==> config.mk <==
export PLATFORM = sky130hd
export DESIGN_NAME = debounce_pulse
export DESIGN_NICKNAME = d
export VERILOG_FILES = /design/src/rtl/debounce_pulse.sv
export SDC_FILE = /design/constraint.sdc
export NUM_CORES = 1
export LEC_CHECK = 0
export ABC_AREA = 1
export CORE_MARGIN = 2
export CORE_UTILIZATION = 45
export CTS_CLUSTER_SIZE = 24
export DETAILED_ROUTE_END_ITERATION = 8
export HOLD_SLACK_MARGIN = 0.1
export PLACE_DENSITY = 0.76
export RECOVER_POWER = 25
export SYNTH_ARGS = -nofsm -noshare
export SYNTH_HDL_FRONTEND = slang
export SYNTH_SLANG_ARGS = --single-unit
==> constraint.sdc <==
create_clock -name clk -period 1.2 [get_ports clk]
set_input_delay 0.24 -clock clk [delete_from_list [all_inputs] [get_ports clk]]
set_output_delay 0.24 -clock clk [all_outputs]
set_load 0.03 [all_outputs]
==> src/rtl/debounce_pulse.sv <==
// Button debouncer with a 2-flop synchronizer, single-cycle toggle pulse per accepted
// press, optional auto-repeat while held, and a wrapping 8-bit press counter.
`timescale 1ns/1ps

module debounce_pulse #(
    parameter int unsigned DEBOUNCE_CYCLES = 4,
    parameter int unsigned REPEAT_CYCLES   = 0
) (
    input  logic       clk,
    input  logic       rst,
    input  logic       btn_in,
    output logic       t,
    output logic       level,
    output logic [7:0] press_count
);

    localparam int unsigned CNT_W = 16;
    localparam logic [CNT_W-1:0] DB_LAST  = CNT_W'(DEBOUNCE_CYCLES - 1);
    localparam logic [CNT_W-1:0] RPT_LAST = CNT_W'(REPEAT_CYCLES - 1);
    localparam bit               RPT_EN   = (REPEAT_CYCLES != 0);

    typedef enum logic [1:0] {
        ST_LOW   = 2'd0,
        CHK_RISE = 2'd1,
        ST_HIGH  = 2'd2,
        CHK_FALL = 2'd3
    } state_t;

    logic             r_s1, r_s2;
    state_t           r_state, w_state;
    logic [CNT_W-1:0] r_cnt, w_cnt;
    logic [CNT_W-1:0] r_rpt, w_rpt;
    logic             r_t, w_t;
    logic             r_level, w_level;
    logic [7:0]       r_count, w_count;
    logic             w_rpt_hit;

    assign w_rpt_hit = RPT_EN && (r_rpt == RPT_LAST);

    // Synchronizer and state/output registers
    always_ff @(posedge clk or posedge rst) begin
        if (rst) begin
            r_s1    <= 1'b0;
            r_s2    <= 1'b0;
            r_state <= ST_LOW;
            r_cnt   <= '0;
            r_rpt   <= '0;
            r_t     <= 1'b0;
            r_level <= 1'b0;
            r_count <= '0;
        end else begin
            r_s1    <= btn_in;
            r_s2    <= r_s1;
            r_state <= w_state;
            r_cnt   <= w_cnt;
            r_rpt   <= w_rpt;
            r_t     <= w_t;
            r_level <= w_level;
            r_count <= w_count;
        end
    end

    // Next-state and next-output logic
    always_comb begin
        w_state = r_state;
        w_cnt   = r_cnt;
        w_rpt   = r_rpt;
        w_t     = 1'b0;
        w_level = r_level;
        w_count = r_count;
        case (r_state)
            ST_LOW: begin
                if (r_s2) begin
                    w_state = CHK_RISE;
                    w_cnt   = CNT_W'(1);
                end else begin
                    w_cnt   = '0;
                end
            end
            CHK_RISE: begin
                if (!r_s2) begin
                    w_state = ST_LOW;
                    w_cnt   = '0;
                end else if (r_cnt == DB_LAST) begin
                    w_state = ST_HIGH;
                    w_level = 1'b1;
                    w_t     = 1'b1;
                    w_count = r_count + 8'd1;
                    w_cnt   = '0;
                    w_rpt   = '0;
                end else begin
                    w_cnt   = r_cnt + CNT_W'(1);
                end
            end
            ST_HIGH: begin
                // A repeat expiring on the same edge as the release still fires
                if (w_rpt_hit) begin
                    w_t     = 1'b1;
                    w_count = r_count + 8'd1;
                    w_rpt   = '0;
                end else if (RPT_EN && r_s2) begin
                    w_rpt   = r_rpt + CNT_W'(1);
                end
                if (!r_s2) begin
                    w_state = CHK_FALL;
                    w_cnt   = CNT_W'(1);
                end
            end
            CHK_FALL: begin
                if (r_s2) begin
                    w_state = ST_HIGH;
                    w_cnt   = '0;
                end else if (r_cnt == DB_LAST) begin
                    w_state = ST_LOW;
                    w_level = 1'b0;
                    w_cnt   = '0;
                end else begin
                    w_cnt   = r_cnt + CNT_W'(1);
                end
            end
            default: begin
                w_state = ST_LOW;
                w_cnt   = '0;
            end
        endcase
    end

    assign t           = r_t;
    assign level       = r_level;
    assign press_count = r_count;

endmodule

==> metrics <==
status finished, violations left; failing checks setup timing; DP Area 2220 µm²; initial antenna violation count 0; met1 wire length 2010 µm; layout cells sized above 1 41.6%; period utilization 120%; worst setup path startpoint r_cnt[1]; Worst Path Arrival 1.61 ns; die span in x 66.8 µm; HP Class flip-flop to flip-flop; TritonCTS clock tree done; Design Area, Final 2590 µm²; YS warnings 0; EDFF count, synth 0; register clock-pin slew on the reported worst setup and hold paths 0.06 ns; reg-to-reg endpoint r_cnt[5]; diode count 0; synth top area cells dfrtp_1 (42%), nand2_1 (19%), nor2_1 (6.6%); Final HPWL DP 3090 µm; WP data required 1.37 ns; H-tree levels 2; critical path type flip-flop to flip-flop; fmax 0.696 GHz; simple-gate share of the synthesized area 40.4%; power per cell area 1320 nW/µm²; PortBufs 12; Antenna Nets Post-Route 0; FF/Latch Area 757 µm²; Synth top area share 42.3%; post-synthesis cell area 1780 µm²; largest net degree at the start of global routing 31; Residual DRC 0; RSZ-0062 raised after global routing yes; met3 routed WL 212 µm; minimum clock period 1.44 ns; CP endpoint r_cnt[5]; router iterations before antenna repair 4; Clock Tree Buf Depth 2; Syn-to-layout area delta 45.7%; Max-slew headroom 49.4%; # fillers 291; overall power 3.41 mW; ys flop type dfrtp_1; post-synth net total 256; CP Max Fanout 5; final hold vios 0; Top Layer Used met4; final core occ 69.6%; area share of xor/xnor cells in the synthesized design 2.96%; DR vias/cell 5.01; endpoints failing setup 28; Routed WL per cell 13.2 µm; Synth cell types 23; NumNets Final 322; worst reg2reg startpoint r_cnt[1]; Peak supply drop 998 µV; CP endpoint kind flip-flop; WL final 4830 µm; CTS root buf clkbuf_8; Layout Skew 0.00327 ns; largest family of logic cells by synthesized area simple AND/OR/NAND/NOR gates; Die Y 66.8 µm; GRT Util Overall 22.4%; I/O pins 13; leak pwr 1.26 nW; Num CTS Buffers 5; Multi-input gate area 1070 µm²; routability cong. 0.925; core area 3720 µm²; Worst Setup Slack, final -0.238 ns; Commonest cells post-synth nand2_1 (89), nor2_1 (31), dfrtp_1 (30); Skew-Pair Late Insertion Delay 0.28 ns; met2 WL post-DR 2470 µm; crit path launch type flip-flop; first-pass GRT wire length 7470 µm; top-count cell post-synth nand2_1; internal reg-to-reg setup slack -0.24 ns; Worst Max-Slew Pin Slew 0.759 ns; Initial DRC Count 115; post-synthesis sequential area ratio 42.3%; max-slew violations 0; ys async rst share 100%; grt total ovfl 0; post-synth top area cell dfrtp_1; post-synthesis mux area share 0%; FP Rows 22; synthesized area per cell 7.07 µm²; adder-cell share of the synthesized area 1.41%; Syn Inst Count 251; die footprint 4460 µm²; Via Count 1828; max-cap viol count 0; Worst Reg2Reg Path Length in Cells 10; synthesized flop and latch total 30; vias in the first global route 1731; Compound-Gate Fraction of Synth Area 5.21%; starting density of the core 47.8%; Sink Count 30
worst min-delay path by stage:
stage / start / endpoint / depth (start not counted)
global route: r_s1 / r_s2 / 0
CTS: rst / r_cnt[10] / 3
global placement: r_s1 / r_s2 / 0
detailed placement: r_s1 / r_s2 / 0
floorplan: btn_in / r_s1 / 0
finish: r_s1 / r_s2 / 0
final cells by class:
cell class	count	share of cell area [%]
multi-input cells	187	41.2
flip-flops and latches	30	29.3
repair buffers	60	18.9
inverters	33	4.98
clock buffers	7	3.34
well taps	48	2.32
timing repair:
action	CTS	global route
hold buffers	0	0
pin swaps	20	18
setup endpoints to repair	30	29
gates resized for setup	31	34
setup buffers	5	7
cell families (layout without fill, tap and decap cells):
| kind of cell | Yosys count | after routing |
|---|---|---|
| DFF | 30 | 30 |
| buffers and inverters | 34 | 100 |
| xor gates and xnor gates | 6 | 6 |
| adders and majority gates | 2 | 2 |
| AOI/OAI and AO/OA | 16 | 16 |
| and+or+nand+nor | 163 | 163 |
worst max-delay path: stages, from the launching register on:
cell and delay, ns:
dfrtp_1 0.41, ha_4 0.17, inv_2 0.04, nor2_1 0.08, nand2_1 0.10, nor2_4 0.13
nand2_4 0.11, nand2_4 0.12, nand2_4 0.07, nand2_2 0.07, nor2_1 0.04
power breakdown:
| group | switching, mW | total, mW | internal [mW] | leakage, nW |
|---|---|---|---|---|
| Sequential | 0.120 | 1.25 | 1.13 | 0.398 |
| Combinational | 0.764 | 1.35 | 0.583 | 0.823 |
| Clock | 0.364 | 0.818 | 0.454 | 0.0443 |
placed cells by master, fill, tap and decap left out, drive strengths merged, types with 4 or more instances in the layout:
| cell type | netlist | final |
|---|---|---|
| clkbuf | 0 | 8 |
| inv | 33 | 33 |
| xor2 | 6 | 6 |
| nor2 | 41 | 41 |
| buf | 1 | 57 |
| nor3 | 4 | 4 |
| nand2 | 95 | 95 |
| nand3 | 16 | 16 |
| nand4 | 4 | 4 |
| dfrtp | 30 | 30 |
| o21ai | 8 | 8 |
through the flow:
stage          hold slack [ns]  cells  TNS, ns  worst slack [ns]
2_1_floorplan            0.271    251   -0.716           -0.0794
3_3_place_gp             0.344    347    -2.75            -0.172
3_5_place_dp             0.341    347    -4.20            -0.252
4_1_cts                  0.295    358    -3.93            -0.204
5_1_grt                  0.355    365    -7.47            -0.293
6_report                 0.354    365    -4.82            -0.238
metal layers:
metal | up-vias | GRT usage, %
met2 | 45 | 38.8
met4 | 0 | 6.38
met1 | 854 | 27.5
li1 | 911 | -
met3 | 18 | 5.41
met5 | - | 0
sequential cells by signal, indices dropped and copies added, names as in the netlist, named ones only:
| register | count |
|---|---|
| t | 1 |
| press_count | 8 |
| r_s2 | 1 |
| r_s1 | 1 |
| r_state | 1 |
| r_cnt | 16 |
| level | 1 |
(Power assumes the default switching activity.)
